--- config.mk ---
export PLATFORM = sky130hd
export DESIGN_NAME = flappy_game_ctrl
export DESIGN_NICKNAME = d
export VERILOG_FILES = /design/src/rtl/flappy_game_ctrl.sv
export SDC_FILE = /design/constraint.sdc
export NUM_CORES = 1
export LEC_CHECK = 0
export CAP_MARGIN = 0
export CORE_UTILIZATION = 58
export CTS_BUF_LIST = sky130_fd_sc_hd__clkbuf_4
export DETAILED_ROUTE_END_ITERATION = 16
export DONT_BUFFER_PORTS = 1
export PLACE_DENSITY = 0.75
export SLEW_MARGIN = 0
export SYNTH_ARGS = -nofsm -noshare
export SYNTH_HDL_FRONTEND = slang
export SYNTH_SLANG_ARGS = --single-unit
export TNS_END_PERCENT = 10
--- constraint.sdc ---
create_clock -name ClkPort -period 12.9 [get_ports ClkPort]
set_input_delay 1.29 -clock ClkPort [delete_from_list [all_inputs] [get_ports ClkPort]]
set_output_delay 1.29 -clock ClkPort [all_outputs]
set_load 0.005 [all_outputs]
--- src/rtl/flappy_game_ctrl.sv ---
// flappy_game_ctrl: frame-rate game FSM with bird physics, pipe scrolling, collision and scoring.
// Define FLAPPY_LFSR_GAP_EN to randomise the gap centre from an 8-bit LFSR on every pipe wrap.
module flappy_game_ctrl #(
    parameter int unsigned SCREEN_W   = 640,
    parameter int unsigned SCREEN_H   = 480,
    parameter int unsigned BIRD_X     = 160,
    parameter int unsigned BIRD_R     = 10,
    parameter int unsigned GRAVITY    = 1,
    parameter int unsigned FLAP_V     = 8,
    parameter int unsigned VMAX       = 10,
    parameter int unsigned PIPE_W     = 40,
    parameter int unsigned GAP_HALF   = 60,
    parameter int unsigned PIPE_SPEED = 2,
    parameter int unsigned GAP_Y_DEF  = 240
) (
    input  logic       ClkPort,
    input  logic       reset,
    input  logic       frame_tick,
    input  logic       flap,
    output logic [9:0] BirdXdraw,
    output logic [9:0] BirdYdraw,
    output logic [9:0] X_Edge,
    output logic [9:0] GapYdraw,
    output logic [7:0] score,
    output logic [1:0] state,
    output logic       game_over
);
    localparam int unsigned POS_W  = 10;
    localparam int unsigned VEL_W  = 8;
    localparam int unsigned VSUM_W = VEL_W + 1;
    localparam int unsigned ARI_W  = POS_W + 1;
    localparam int unsigned CMP_W  = POS_W + 2;
    localparam int unsigned SCR_W  = 8;
    localparam int unsigned GAP_RAND_BASE = 112;

    typedef enum logic [1:0] {
        IDLE  = 2'd0,
        PLAY  = 2'd1,
        DYING = 2'd2,
        OVER  = 2'd3
    } gameStateT;

    localparam logic [POS_W-1:0] Y_START = POS_W'(SCREEN_H / 2);
    localparam logic [POS_W-1:0] Y_MAX   = POS_W'(SCREEN_H - 1);
    localparam logic [POS_W-1:0] Y_LAND  = POS_W'(SCREEN_H - 1 - BIRD_R);
    localparam logic [POS_W-1:0] X_START = POS_W'(SCREEN_W);
    localparam logic [POS_W-1:0] X_STEP  = POS_W'(PIPE_SPEED);
    localparam logic [SCR_W-1:0] SCORE_SAT = '1;

    localparam logic signed [VEL_W-1:0]  VEL_FLAP = VEL_W'(-int'(FLAP_V));
    localparam logic signed [VSUM_W-1:0] VEL_GRAV = VSUM_W'(GRAVITY);
    localparam logic signed [VSUM_W-1:0] VEL_LIM  = VSUM_W'(VMAX);

    localparam logic signed [ARI_W-1:0] ARI_ZERO = '0;
    localparam logic signed [ARI_W-1:0] Y_MAX_S  = ARI_W'(SCREEN_H - 1);
    localparam logic signed [ARI_W-1:0] R_A      = ARI_W'(BIRD_R);
    localparam logic [ARI_W-1:0]        PW_A     = ARI_W'(PIPE_W);
    localparam logic [ARI_W-1:0]        BX_A     = ARI_W'(BIRD_X);

    localparam logic signed [CMP_W-1:0] CMP_ZERO = '0;
    localparam logic signed [CMP_W-1:0] R_S      = CMP_W'(BIRD_R);
    localparam logic signed [CMP_W-1:0] HM1_S    = CMP_W'(SCREEN_H - 1);
    localparam logic signed [CMP_W-1:0] BX_S     = CMP_W'(BIRD_X);
    localparam logic signed [CMP_W-1:0] PW_S     = CMP_W'(PIPE_W);
    localparam logic signed [CMP_W-1:0] GH_S     = CMP_W'(GAP_HALF);

    gameStateT curState, nextState;

    logic [POS_W-1:0]        birdX, birdY, nextY, pipeX, nextX, gapY, nextGap;
    logic signed [VEL_W-1:0] birdVel, nextVel;
    logic [SCR_W-1:0]        scoreQ, nextScore;
    logic                    flapQ, flapPend, nextPend, gameOverQ;
    logic                    flapEdge, flapNow;
    logic [POS_W-1:0]        gapLoad;

    logic signed [VEL_W-1:0] playVel, dyVel;
    logic [POS_W-1:0]        playY, playX, playGap, dyY;
    logic [SCR_W-1:0]        playScore;
    logic                    playHit, pipeWrap, scored, dyLand;
    logic                    floorHit, overlapX, outGap;
    logic signed [ARI_W-1:0] playTry, dyTry;
    logic [ARI_W-1:0]        oldEdge, newEdge;
    logic signed [CMP_W-1:0] yS, xS, gS;

    // Gravity step with terminal velocity.
    function automatic logic signed [VEL_W-1:0] fallVel(input logic signed [VEL_W-1:0] v);
        logic signed [VSUM_W-1:0] s;
        s = VSUM_W'(v) + VEL_GRAV;
        return (s > VEL_LIM) ? VEL_W'(VEL_LIM) : VEL_W'(s);
    endfunction

    function automatic logic signed [ARI_W-1:0] yStep(input logic [POS_W-1:0] y,
                                                      input logic signed [VEL_W-1:0] v);
        return $signed({1'b0, y}) + ARI_W'(v);
    endfunction

    function automatic logic [POS_W-1:0] clampY(input logic signed [ARI_W-1:0] t);
        if (t < ARI_ZERO) return '0;
        if (t > Y_MAX_S) return Y_MAX;
        return POS_W'(t);
    endfunction

    assign flapEdge = flap & ~flapQ;
    assign flapNow  = flapPend | flapEdge;

`ifdef FLAPPY_LFSR_GAP_EN
    logic [7:0] lfsrQ;

    // x^8+x^6+x^5+x^4+1 Fibonacci LFSR, free-running on frame ticks.
    always_ff @(posedge ClkPort or negedge reset) begin
        if (!reset) begin
            lfsrQ <= 8'hA5;
        end else if (frame_tick) begin
            lfsrQ <= {lfsrQ[6:0], lfsrQ[7] ^ lfsrQ[5] ^ lfsrQ[4] ^ lfsrQ[3]};
        end
    end

    assign gapLoad = POS_W'(GAP_RAND_BASE) + POS_W'(lfsrQ);
`else
    assign gapLoad = POS_W'(GAP_Y_DEF);
`endif

    // One PLAY frame step plus collision test on the updated values.
    always_comb begin
        playVel   = flapNow ? VEL_FLAP : fallVel(birdVel);
        playTry   = yStep(birdY, playVel);
        playY     = clampY(playTry);
        pipeWrap  = (pipeX <= X_STEP);
        playX     = pipeWrap ? X_START : pipeX - X_STEP;
        playGap   = pipeWrap ? gapLoad : gapY;
        oldEdge   = {1'b0, pipeX} + PW_A;
        newEdge   = {1'b0, playX} + PW_A;
        scored    = (oldEdge >= BX_A) && (newEdge < BX_A);
        playScore = (scored && (scoreQ != SCORE_SAT)) ? scoreQ + SCR_W'(1) : scoreQ;
        yS        = $signed({2'b00, playY});
        xS        = $signed({2'b00, playX});
        gS        = $signed({2'b00, playGap});
        floorHit  = ((yS - R_S) <= CMP_ZERO) || ((yS + R_S) >= HM1_S);
        overlapX  = (xS < (BX_S + R_S)) && ((xS + PW_S) > (BX_S - R_S));
        outGap    = ((yS - R_S) < (gS - GH_S)) || ((yS + R_S) > (gS + GH_S));
        playHit   = floorHit || (overlapX && outGap);
    end

    // DYING fall: pipe frozen, bird drops until it lands on the floor line.
    always_comb begin
        dyVel  = fallVel(birdVel);
        dyTry  = yStep(birdY, dyVel);
        dyLand = (dyTry + R_A) >= Y_MAX_S;
        dyY    = dyLand ? Y_LAND : clampY(dyTry);
    end

    always_comb begin
        nextState = curState;
        nextY     = birdY;
        nextVel   = birdVel;
        nextX     = pipeX;
        nextGap   = gapY;
        nextScore = scoreQ;
        nextPend  = flapNow;
        case (curState)
            IDLE: begin
                if (frame_tick) begin
                    nextPend = 1'b0;
                    if (flapNow) begin
                        nextVel   = playVel;
                        nextY     = playY;
                        nextX     = playX;
                        nextGap   = playGap;
                        nextScore = playScore;
                        nextState = playHit ? DYING : PLAY;
                    end
                end
            end
            PLAY: begin
                if (frame_tick) begin
                    nextPend  = 1'b0;
                    nextVel   = playVel;
                    nextY     = playY;
                    nextX     = playX;
                    nextGap   = playGap;
                    nextScore = playScore;
                    if (playHit) nextState = DYING;
                end
            end
            DYING: begin
                nextPend = 1'b0;
                if (frame_tick) begin
                    nextVel = dyVel;
                    nextY   = dyY;
                    if (dyLand) nextState = OVER;
                end
            end
            OVER: begin
                if (frame_tick) begin
                    nextPend = 1'b0;
                    if (flapNow) begin
                        nextState = IDLE;
                        nextY     = Y_START;
                        nextVel   = '0;
                        nextX     = X_START;
                        nextScore = '0;
                    end
                end
            end
            default: nextState = IDLE;
        endcase
    end

    always_ff @(posedge ClkPort or negedge reset) begin
        if (!reset) begin
            curState  <= IDLE;
            birdX     <= POS_W'(BIRD_X);
            birdY     <= Y_START;
            birdVel   <= '0;
            pipeX     <= X_START;
            gapY      <= POS_W'(GAP_Y_DEF);
            scoreQ    <= '0;
            flapQ     <= 1'b0;
            flapPend  <= 1'b0;
            gameOverQ <= 1'b0;
        end else begin
            curState  <= nextState;
            birdY     <= nextY;
            birdVel   <= nextVel;
            pipeX     <= nextX;
            gapY      <= nextGap;
            scoreQ    <= nextScore;
            flapQ     <= flap;
            flapPend  <= nextPend;
            gameOverQ <= (nextState == OVER);
        end
    end

    assign BirdXdraw = birdX;
    assign BirdYdraw = birdY;
    assign X_Edge    = pipeX;
    assign GapYdraw  = gapY;
    assign score     = scoreQ;
    assign state     = curState;
    assign game_over = gameOverQ;

endmodule
---- Word-level counts from Yosys, hierarchy flattened ----
Index checks and enable logic that the tools add are counted.
storage, ports and cells
  bits in registers ....................... 51
  word-level logic and storage cells ...... 125
  output and inout port bits .............. 51
  input bits .............................. 4
operators by class
  equality and inequality tests ........... 11
  magnitude comparators ................... 15
  reductions and logical operators ........ 14
  bitwise operators ....................... 3
  mux-type cells .......................... 60
  $add $sub $neg .......................... 13
operators with widths
  kind                   count
  $mux 10                25
  $mux 8                 12
  $add 10x6->11 const B  4
  $pmux 10 s4            1
  $pmux 8 s4             1
  $pmux 10 s3            1
  $pmux 8 s3             1
  $add 11x8->11          2
  $gt 11x10->1 const B   2
  $lt 11x1->1 const B    2
  $pmux 10 s2            1
  $mux 2                 9
  $ge 12x10->1 const B   1
  $ne 2x2->1 const B     6
  $reduce_and 6->1       2
  $add 10x4->11 const B  1
  $add 11x5->11 const B  1
  $ge 11x10->1 const B   1
  $ge 11x8->1 const B    1
  $gt 11x11->1           1
  $gt 11x8->1 const B    1
  $le 11x1->1 const B    1
  $lt 11x11->1           1
  $lt 11x8->1 const B    1
  other kinds (24)       37

---- Longest topological paths before layout ----
  word-level depth ........................ 20
  gate-level depth with buffers ........... 35
  gate-level depth less buffers ........... 34

---- Worst setup path after synthesis ----
No wires, ideal clock.
  kind .................................... register to register
  start ................................... reg birdVel[0]
  end ..................................... reg curState[1], in the netlist state[1]
  stages on the path, launching flop included .. 35
  arrival ................................. 6412 ps
  slack ................................... 6355 ps
  library setup time ...................... 133 ps
  buffers on the path ..................... 2
  clock period less this slack ............ 6545 ps
  required time ........................... 12767 ps
  path through ............................ dfrtp_1 ha_1 clkbuf_1 o21ai_0 a21oi_1 o21bai_1 a21oi_1 a21oi_1 o22ai_1 and2_1 nor2_1 ha_1 a211o_1 and3_4 buf_6 o311ai_4 nand2_2 o21bai_1 o21ai_0 inv_1 ha_1 o21ai_0 or4b_4 xnor2_2 nor2_1 ha_1 nand3_1 or3_1 o21ai_0 a21oi_1 a21oi_1 a211oi_1 a22oi_2 o21a_1 nor2_1
between the ends
  cells in the longest elaborated chain, start to end .. 19
  elaborated cells between the ends (all ways) .. 34
  classes of those cells .................. 6 x add/sub; 8 x order compare; 16 x mux; 4 x reduce/logical
ends and longest elaborated chain
  item                      RTL line  text
  start: declaration        70        logic signed [VEL_W-1:0] birdVel, nextVel;
  start signal: assignment  224       birdVel <= nextVel;
  $add 8x2->9 (*)           88        s = VSUM_W'(v) + VEL_GRAV;
  $gt 9x5->1                89        return (s > VEL_LIM) ? VEL_W'(VEL_LIM) : VEL_W'(s);
  $mux 8 (*)                89
  $mux 8                    125       playVel = flapNow ? VEL_FLAP : fallVel(birdVel);
  $add 11x8->11             94        return $signed({1'b0, y}) + ARI_W'(v);
  $gt 11x10->1              99        if (t > Y_MAX_S) return Y_MAX;
  $mux 1 (2 in a row)       99
  $mux 10                   100       return POS_W'(t);
  [3 not listed]            --
  $logic_or 1x1->1          140       outGap = ((yS - R_S) < (gS - GH_S)) || ((yS + R_S) > (gS + GH_S));
  $logic_and 1x1->1         141       playHit = floorHit || (overlapX && outGap);
  $logic_or 1x1->1          141
  $mux 2                    170       nextState = playHit ? DYING : PLAY;
  $mux 2                    164       if (flapNow) begin
  $mux 2                    162       if (frame_tick) begin
  $pmux 2 s4 (*)            160       case (curState)
  net nextState[1]          67        gameStateT curState, nextState;
  end signal: assignment    222       curState <= nextState;
  end: declaration          67
The timed path passes the listed nets; every way through them passes the cells marked *. The select of a mux whose other input is x is not followed.
A chain may end at the register's enable or synchronous reset.

---- Worst setup path in the final report ----
  start ................................... reg birdVel[0]
  end ..................................... reg curState[0], in the netlist state[0]
Same word-level chain as after synthesis.

==> metrics.md <==
| Metric | Value |
|---|---|
| Run status | completed |
| Detail Route Antenna Nets | 0 |
| Final routed DRC violation total | 0 |
| Maximum cell stage delay along the critical path | around 0.54 ns |
| Detailed-route vias per instance | 6.32 |
| Via count of the first global-routing pass | between 4000 and 5000 |
| Standard-cell rows | 35 |
| # setup viols final | 0 |
| Number of slew-limit violations in the final report | 0 |
| Setup TNS | 0 ns |
| Commonest non-fill, non-tap cells in the layout | nand2_1, nor2_1, o21ai_0, ha_1, a21oi_1 |
| Most used routing layer in global routing | met2 |
| Required time reported for the critical path endpoint | around 13 ns |
| Final-stage net count | 740 |
| CTS tree | built |
| Clock Root Buffer | clkbuf_4 |
| Sum of net half-perimeters after detailed placement | 11100 µm |
| Standard cell core area | approximately 9300 µm² |
| Initial standard-cell utilization of the core | between 50% and 60% |
| Hold buffer count at cts | 0 |
| Achievable Freq | 135 MHz |
| Resize count post-CTS | 0 |
| Synthesis-to-finish area growth | 1.64% |
| Y dimension of the die | between 90 and 100 µm |
| Share of synthesized area occupied by flip-flops and latches | ~23% |
| Share of the clock period used by the worst path after layout | 57.6% |
| Worst Setup Start Kind | flop |
| Hold crit path type | input port to async pin |
| Number of port buffers | 0 |
| Start-to-end type of the worst setup path | flop to flop |
| Post-synth EDFFs | 0 |
| Initial DRC Count | ~410 |
| Worst path arrival time | 7.76 ns |
| Post-synthesis register bit count | a little over 50 |
| Antenna Cells | 0 |
| Critical-path maximum fanout | 8 |
| Worst Tran Pin Value | around 0.98 ns |
| Skew-Pair Late Insertion Delay | around 0.39 ns |
| Wire length per cell after detailed routing | roughly 17 µm |
| Final wirelength | around 14000 µm |
| Final weighted congestion in routability-driven placement | 0.896 |
| Antenna violations before repair | 0 |
| Maximum clock path buffer count | 2 |
| Met2 track demand over resource in global routing | approximately half |
| Layout cell share with drive strength beyond 1 | 7.32% |
| Clock period minus worst slack | ~7.4 ns |
| Depth of the worst register-to-register path | 32 |
| Number of unique standard cell types used by synthesis | between 80 and 90 |
| Number of maximum-capacitance violations | 0 |
| Final number of hold-violating endpoints | 0 |
| Width of the die | ~100 µm |
| CTS sink count | between 50 and 60 |
| Number of instances in the synthesized netlist | between 600 and 700 |
| # fillers | between 800 and 900 |
| Sort of element at the end of the critical path | flop |
| Routed via count | about 5000 |
| Area of the mapped netlist | between 5000 and 6000 µm² |
| Ys Warns | 10 |
| Normalized max-slew margin | around 34% |
| Overflow left after global routing | 0 |
| Total routing usage reported by global routing | between 20 and 30% |
| Unrepaired setup endpoints after global routing | no |
| Depth of the CTS H-tree | 2 |
| Crit-path slowest cell | or4b_4 |
| Worst setup skew after layout | 0.0258 ns |
| Async set-reset flop share out of synthesis | 100% |
| Worst hold margin | about 0.56 ns |
| Post-CTS setup buffer count | 0 |
| Reg clk slew, reported paths | approximately 0.18 ns |
| Area enclosed by the die boundary | 9980 µm² |
| Met3 Resource Use GR | between 5 and 6% |
| Global routing usage on met1 | ~36% |
| Count of TritonRoute iterations in the first routing pass | 6 |
| Largest net degree at the start of global routing | 52 |
| Predominant post-synthesis flop cell | dfrtp_1 |
| Global-route wire length before repair | between 20000 and 25000 µm |
| Number of top-level design ports | 55 |
| Num CTS Buffers | 5 |
| Post-synthesis average cell area | 7.96 µm² |
| Most common cell after layout, fill and taps aside | nand2_1 |
[path summary, 6_finish.rpt]
kind	from	endpoint	slack (ns)
min in group ClkPort	birdVel[5]$_DFFE_PN0P_	birdVel[5]$_DFFE_PN0P_	0.57
max reg2reg	birdVel[0]$_DFFE_PN0P_	state[0]$_DFF_PN0_	5.47
max	birdVel[0]$_DFFE_PN0P_	state[0]$_DFF_PN0_	5.47
max in group asynchronous	reset	X_Edge[9]$_DFFE_PN1P_	12.13
min reg2reg	birdVel[5]$_DFFE_PN0P_	birdVel[5]$_DFFE_PN0P_	0.57
min	reset	X_Edge[5]$_DFFE_PN0P_	0.56
[layer usage]
metal | up-vias | routed length [µm] | part of all wire (%)
met1 | 2441 | 6100 | 44
met4 | 0 | 231 | 1.7
met2 | 170 | 6810 | 49
met3 | 27 | 848 | 6.1
li1 | 2490 | - | -
met5 | - | 0 | 0
[flip-flops by register name (all words and copies together), names as in the netlist, 2 cells and up]
name       count
score          8
GapYdraw      10
state          2
birdVel        8
BirdYdraw     10
X_Edge        10
[area by class of cell]
type | instances | area [µm²] | area share (%)
multi-input cells | 587 | 4000 | 70.7
well taps | 129 | 161 | 2.86
inverters | 37 | 139 | 2.46
clock inverters | 3 | 28.8 | 0.509
flip-flops and latches | 51 | 1290 | 22.8
clock buffers | 5 | 37.5 | 0.664
[worst max-delay path, delay by kind of cell (launching register included)]
kind / cells / cell delay, ns
compound gates: 19 / 3.56
fa+ha+maj: 5 / 1.54
simple gates: 6 / 1.45
flops: 1 / 0.50
xor+xnor: 1 / 0.17
buf+inv: 1 / 0.13
[synth_stat cells, types with 15 or more instances]
library cell	n	share of area (%)
nand2_1	65	4.4
nor2_1	61	4.1
o21ai_0	57	5.1
ha_1	52	12
a21oi_1	49	4.4
dfrtp_1	41	18
inv_1	37	2.5
xnor2_1	25	3.9
clkbuf_1	19	1.3
nor3_1	17	1.5
nand3_1	16	1.4
xor2_1	15	2.4
[stage by stage]
step,worst slack (ns),instances,utilization (%),cell area (µm²)
after CTS,5.52,812,60.9,5650
after detailed placement,5.56,804,60.1,5580
after global routing,4.73,812,60.9,5650
final,5.47,812,60.9,5650
after global placement,5.80,804,60.1,5580
after floorplan,6.35,709,-,5600
[kinds of logic (layout without fill, tap and decap cells)]
kind of cell             count (synthesis)  after routing  synth area share [%]
AND/OR/NAND/NOR                        254            254                  23.1
AO/OA/AOI/OAI                          216            216                  26.5
buffers and inverters                   71             45                  5.69
adder cells (fa/ha/maj)                 54             54                  12.4
flip-flops                              51             51                  23.2
XOR/XNOR                                45             45                  7.97
multiplexers                             6              6                  1.13
other                                    1             12                0.0675
Power is left out: the tool's default activity adds up to more than one toggle a clock period on the data nets, which glitch-free logic cannot reach.
